**config.mk**
```make
export PLATFORM = sky130hd
export DESIGN_NAME = counter_modn
export DESIGN_NICKNAME = d
export VERILOG_FILES = /design/src/rtl/clock_pkg.sv /design/src/rtl/button_edge_sync.sv /design/src/rtl/counter_modn.sv
export SDC_FILE = /design/constraint.sdc
export NUM_CORES = 1
export LEC_CHECK = 0
export ABC_CLOCK_PERIOD_IN_PS = 3100
export CORE_ASPECT_RATIO = 0.75
export CORE_MARGIN = 1.5
export CORE_UTILIZATION = 59
export CTS_BUF_LIST = sky130_fd_sc_hd__clkbuf_8
export DETAILED_ROUTE_END_ITERATION = 7
export PLACE_DENSITY = 0.89
export SKIP_CTS_REPAIR_TIMING = 1
export SYNTH_ARGS = -nofsm -noshare
export SYNTH_HDL_FRONTEND = slang
export SYNTH_SLANG_ARGS = --single-unit
```
**constraint.sdc**
```tcl
create_clock -name clock -period 3.1 [get_ports clock]
set_input_delay 0.465 -clock clock [delete_from_list [all_inputs] [get_ports clock]]
set_output_delay 0.465 -clock clock [all_outputs]
set_load 0.1 [all_outputs]
```
**src/rtl/clock_pkg.sv**
```systemverilog
// Shared constants for the clock datapath: per-stage moduli, widths and direction encodings.
package clock_pkg;

    localparam int unsigned SEC_MOD  = 60;
    localparam int unsigned MIN_MOD  = 60;
    localparam int unsigned HOUR_MOD = 24;

    localparam int unsigned SEC_W  = 6;
    localparam int unsigned MIN_W  = 6;
    localparam int unsigned HOUR_W = 5;

    localparam logic DIR_UP   = 1'b0;
    localparam logic DIR_DOWN = 1'b1;

endpackage

```
**src/rtl/button_edge_sync.sv**
```systemverilog
// Two-flop synchroniser for an asynchronous button, followed by a one-cycle rising-edge pulse.
module button_edge_sync (
    input  logic clock,
    input  logic reset_sec,
    input  logic btn,
    output logic pulse_c
);

    logic sync1_q, sync1_d;
    logic sync2_q, sync2_d;
    logic prev_q,  prev_d;

    always_comb begin
        sync1_d = btn;
        sync2_d = sync1_q;
        prev_d  = sync2_q;
    end

    always_ff @(posedge clock or posedge reset_sec) begin
        if (reset_sec) begin
            sync1_q <= 1'b0;
            sync2_q <= 1'b0;
            prev_q  <= 1'b0;
        end else begin
            sync1_q <= sync1_d;
            sync2_q <= sync2_d;
            prev_q  <= prev_d;
        end
    end

    // High for the single cycle in which the synchronised level first reads 1.
    assign pulse_c = sync2_q & ~prev_q;

endmodule

```
**src/rtl/counter_modn.sv**
```systemverilog
// Modulo-N up/down time-digit counter with set buttons, range-checked parallel load
// and registered terminal-count / look-ahead carries for cascading stages.
module counter_modn
    import clock_pkg::*;
#(
    parameter int unsigned WIDTH   = 6,
    parameter int unsigned MODULUS = 60
) (
    input  logic             clock,
    input  logic             reset_sec,
    input  logic             enable,
    input  logic             dir,
    input  logic             load_mode,
    input  logic             set_inc,
    input  logic             set_dec,
    input  logic             load_strobe,
    input  logic [WIDTH-1:0] data_in,
    output logic [WIDTH-1:0] count,
    output logic             carry_tc,
    output logic             carry_pre,
    output logic             load_err
);

    localparam logic [WIDTH-1:0] MAX_C   = WIDTH'(MODULUS - 1);
    localparam logic [WIDTH-1:0] PRE_UP  = WIDTH'(MODULUS - 2);
    localparam logic [WIDTH-1:0] ONE_C   = WIDTH'(1);
    localparam logic [WIDTH:0]   MOD_EXT = (WIDTH + 1)'(MODULUS);

    logic [WIDTH-1:0] count_q, count_d;
    logic             carry_tc_q, carry_tc_d;
    logic             carry_pre_q, carry_pre_d;
    logic             load_err_q, load_err_d;

    logic inc_pulse_c;
    logic dec_pulse_c;
    logic in_range_c;

    button_edge_sync u_inc_sync (
        .clock     (clock),
        .reset_sec (reset_sec),
        .btn       (set_inc),
        .pulse_c   (inc_pulse_c)
    );

    button_edge_sync u_dec_sync (
        .clock     (clock),
        .reset_sec (reset_sec),
        .btn       (set_dec),
        .pulse_c   (dec_pulse_c)
    );

    function automatic logic [WIDTH-1:0] step_up(input logic [WIDTH-1:0] v);
        return (v == MAX_C) ? '0 : v + ONE_C;
    endfunction

    function automatic logic [WIDTH-1:0] step_down(input logic [WIDTH-1:0] v);
        return (v == '0) ? MAX_C : v - ONE_C;
    endfunction

    // One extra bit so MODULUS == 2^WIDTH still compares correctly.
    assign in_range_c = ({1'b0, data_in} < MOD_EXT);

    // Next-state mux: load beats buttons, buttons beat ticks, ticks only outside setting.
    always_comb begin
        count_d     = count_q;
        load_err_d  = 1'b0;
        carry_tc_d  = 1'b0;
        carry_pre_d = 1'b0;

        if (load_mode) begin
            if (load_strobe) begin
                if (in_range_c) begin
                    count_d = data_in;
                end else begin
                    load_err_d = 1'b1;
                end
            end else if (inc_pulse_c && !dec_pulse_c) begin
                count_d = step_up(count_q);
            end else if (dec_pulse_c && !inc_pulse_c) begin
                count_d = step_down(count_q);
            end
        end else if (enable) begin
            count_d = (dir == DIR_DOWN) ? step_down(count_q) : step_up(count_q);
        end

        // Carries track the value count takes on this same edge.
        if (!load_mode) begin
            if (dir == DIR_DOWN) begin
                carry_tc_d  = (count_d == '0);
                carry_pre_d = (count_d == ONE_C);
            end else begin
                carry_tc_d  = (count_d == MAX_C);
                carry_pre_d = (count_d == PRE_UP);
            end
        end
    end

    always_ff @(posedge clock or posedge reset_sec) begin
        if (reset_sec) begin
            count_q     <= '0;
            carry_tc_q  <= 1'b0;
            carry_pre_q <= 1'b0;
            load_err_q  <= 1'b0;
        end else begin
            count_q     <= count_d;
            carry_tc_q  <= carry_tc_d;
            carry_pre_q <= carry_pre_d;
            load_err_q  <= load_err_d;
        end
    end

    assign count     = count_q;
    assign carry_tc  = carry_tc_q;
    assign carry_pre = carry_pre_q;
    assign load_err  = load_err_q;

endmodule

```
==> key figures <==
CTS
  • H-tree lvl count: 1
  • Clock Path Buffers: 2
  • Clock sinks: 15
  • Root buffer cell: clkbuf_8
  • TritonCTS buffer count: 3
  • Clk slew on worst S/H paths: around 0.060 ns
  • CTS tree: built
  • Skew-Pair Late Insertion Delay: roughly 0.25 ns

Critical path
  • Crit-path max FO: 13
  • R2R Setup Slk: about 0.49 ns
  • Critical Path RT: about 3.2 ns
  • CP max stage cell: dfrtp_1
  • CP peak stage delay: between 0.6 and 0.7 ns
  • Crit path cell chain: inv_1 > ha_1 > o21ai_0 > nor3_1 > a2111oi_0 > a31oi_1 > a21oi_1
  • Crit. End Element: flop
  • CP Data Arrival Time: between 2 and 3 ns
  • Startpoint types: flop
  • CP Class: reg -> reg

Synthesis
  • Synth cell types: 54
  • Synth Area in XOR/XNOR: approximately 1.3%
  • Mapped Cells: approximately 170
  • Syn nets: approximately 190
  • Avg Cell Area, Syn: ~8.2 µm²
  • Fraction of registers with async set/reset: 100%
  • Number of synthesized flops with an enable pin: 0
  • Post-Synth Adder-Cell Area: 3.43%
  • Synth Area in Simple Gates: approximately 29%
  • Synth Area in Compound Gates: around a quarter
  • Ys flop type: dfrtp_1
  • Synth warn: 0
  • Seq cells post-synth: 15
  • Mux share of post-synthesis cell area: under 10%
  • Largest family of logic cells by synthesized area: simple AND/OR/NAND/NOR gates
  • Register area share after synthesis: roughly 27%
  • Cell Area, Synth: between 0.001 and 0.0015 mm²

Timing
  • Highest clock rate: ~380 MHz
  • Worst Skew: between 0.007 and 0.008 ns
  • Final setup TNS: 0 ns
  • Final hold slack: about 0.36 ns
  • Final Critical Period: roughly 2.6 ns
  • Fin crit share: a little over four fifths
  • Endpoints failing setup: 0
  • Fin. Hold Viols: 0
  • Rel. slew slack: between 60% and 70%
  • Final Max Tran Viols: 0
  • Tightest Pin Transition: 0.586 ns
  • RSZ-0062 raised after global routing: no
  • Fin worst setup slack: 0.485 ns

Outcome
  • Status: finished, final reports clean

Drt
  • Antenna-violating nets left: 0
  • Mean routed wirelength per cell: roughly 19 µm
  • DR DRC count: 0
  • Iter 0 DRT Violations: between 150 and 200
  • Via-to-Cell Ratio: around 7.0
  • Final WL: slightly below 4000 µm
  • Initial DRT Pass Iterations: 5
  • Via count: between 1k and 1.5k

Final layout
  • Layout cells sized above 1: 14.8%
  • Ant. Diodes: 0
  • Layout Nets: 201
  • Finished Cell Area: 0.00159 mm²
  • Final Non-Filler Cells: approximately 210
  • Area Growth Syn to Fin: 14.4%

Global routing
  • Largest net degree at the start of global routing: 18
  • Vias in the first global route: 1251
  • Gr ovfl total: 0
  • Gr usage total: about a third
  • First-pass GRT wire length: 6180 µm
  • Initial antenna violation count: 0

Power and ir drop
  • Worst vdd ir: 395 µV
  • Cell Pwr Density: roughly 560 mW/mm²
  • Leak Pwr: 0.652 nW

Floorplan
  • Die X: 59.0 µm
  • Core Region: 0.00210 mm²
  • Die height: approximately 45 µm
  • Row Count: 14
  • Initial Utilization: between 60% and 70%
  • Full die area: ~0.0027 mm²
  • Top Ports: 23

Min path
  • Worst hold-check path type: reg -> reg

Place
  • Setup WS pre-CTS: about 0.50 ns
  • Inst Count DP: 203
  • Placed cell area: between 0.0015 and 0.002 mm²
  • Buffers on Ports: 22
  • Gpl congestion: slightly below 1
  • DP HPWL: approximately 3000 µm

Flow run
  • Max-Cap Viols: 0
area by class of cell:
type	count	area [µm²]
multi-input cells	131	892
well taps	24	30.0
fillers	167	517
clock buffers	3	41.3
inverters	10	37.5
clock inverters	1	3.75
flip-flops and latches	15	375
repair buffers	23	205
layer usage:
metal / vias to the layer above / global-route usage, % / wire length [µm]
li1: 660 / - / -
met1: 678 / 46.6 / 1650
met2: 102 / 49.1 / 1730
met3: 9 / 7.45 / 461
met4: 0 / 4.55 / 51
met5: - / 0 / 0
final timing paths:
kind,from,end,cells past startpoint
max,count[0],count[2],7
min,u_inc_sync.sync1_q,u_inc_sync.prev_d,0
max reg2reg,count[0],count[2],7
min reg2reg,u_inc_sync.sync1_q,u_inc_sync.prev_d,0
max in group asynchronous,reset_sec,count[1],2
min in group asynchronous,reset_sec,u_inc_sync.sync1_q,2
registers in the layout, summed over array words and instances (netlist names):
signal	flops
carry_pre	1
carry_tc	1
count	6
load_err	1
u_dec_sync.prev_d	1
u_dec_sync.prev_q	1
u_dec_sync.sync1_q	1
u_inc_sync.prev_d	1
u_inc_sync.prev_q	1
u_inc_sync.sync1_q	1
where the power goes:
| part | switching [mW] | internal, mW | total (mW) | leakage (nW) |
|---|---|---|---|---|
| clock network | 0.0651 | 0.0876 | 0.153 | 0.0269 |
| logic | 0.309 | 0.147 | 0.457 | 0.442 |
| registers | 0.0690 | 0.215 | 0.284 | 0.183 |
layout by cell type, fill, tap and decap left out, types with 2 or more instances in the layout:
cell / count
nand4_1: 4
nor3_1: 6
o31ai_1: 2
buf_4: 10
inv_1: 11
and3_1: 2
clkdlybuf4s50_1: 13
a211oi_1: 2
dfrtp_1: 15
a31oi_1: 4
nor2_1: 15
o311ai_0: 2
o211ai_1: 3
a21oi_1: 9
o2111ai_1: 2
mux2i_1: 5
nand2_1: 12
clkbuf_8: 3
nand2b_1: 3
o21ai_0: 12
nor3_2: 2
ha_1: 3
nand4b_1: 3
nand3_1: 7
o221ai_1: 3
a41oi_1: 2
nor2b_1: 2
Yosys cell counts, types with 2 or more instances:
cell type,n,share of area [%]
o311ai_0,2,1.3
o211ai_1,3,1.6
inv_1,10,2.7
a211oi_1,2,1.1
nor3_1,6,2.2
dfrtp_1,15,27
nand4_1,4,1.8
and3_1,2,0.90
buf_2,2,0.72
nor3_2,2,1.4
o21ai_0,12,4.3
o2111ai_1,2,1.3
nor2b_1,2,0.90
a31oi_1,4,1.8
nor2_1,15,4.1
nand3_1,7,2.5
nand4b_1,3,1.9
nand2_1,12,3.2
mux2i_1,5,3.6
a21oi_1,9,3.2
clkbuf_1,4,1.1
buf_4,6,3.2
o221ai_1,3,1.9
nand2b_1,3,1.4
a41oi_1,2,1.3
o31ai_1,2,1.1
ha_1,3,2.7
per-stage QoR:
stage               total power [mW]  utilization [%]
floorplan                      0.630                -
global placement               0.722             73.3
detailed placement             0.730             73.3
CTS                            0.881             75.4
global route                   0.933             75.4
finish                         0.893             75.4
worst max-delay path: cells and delay by family (launching register included):
family                   cells  cell delay, ns
AO/OA/AOI/OAI                4            1.30
flip-flops                   1            0.65
adder cells (fa/ha/maj)      1            0.29
buffers and inverters        1            0.19
AND/OR/NAND/NOR              1            0.08
cell families after synthesis:
| family | count (synthesis) |
|---|---|
| AND/OR/NAND/NOR | 68 |
| XOR/XNOR | 2 |
| flip-flops | 15 |
| adder cells (fa/ha/maj) | 4 |
| AO/OA/AOI/OAI | 51 |
| multiplexers | 6 |
| buffers and inverters | 23 |
Power figures use the tool's default switching activity.
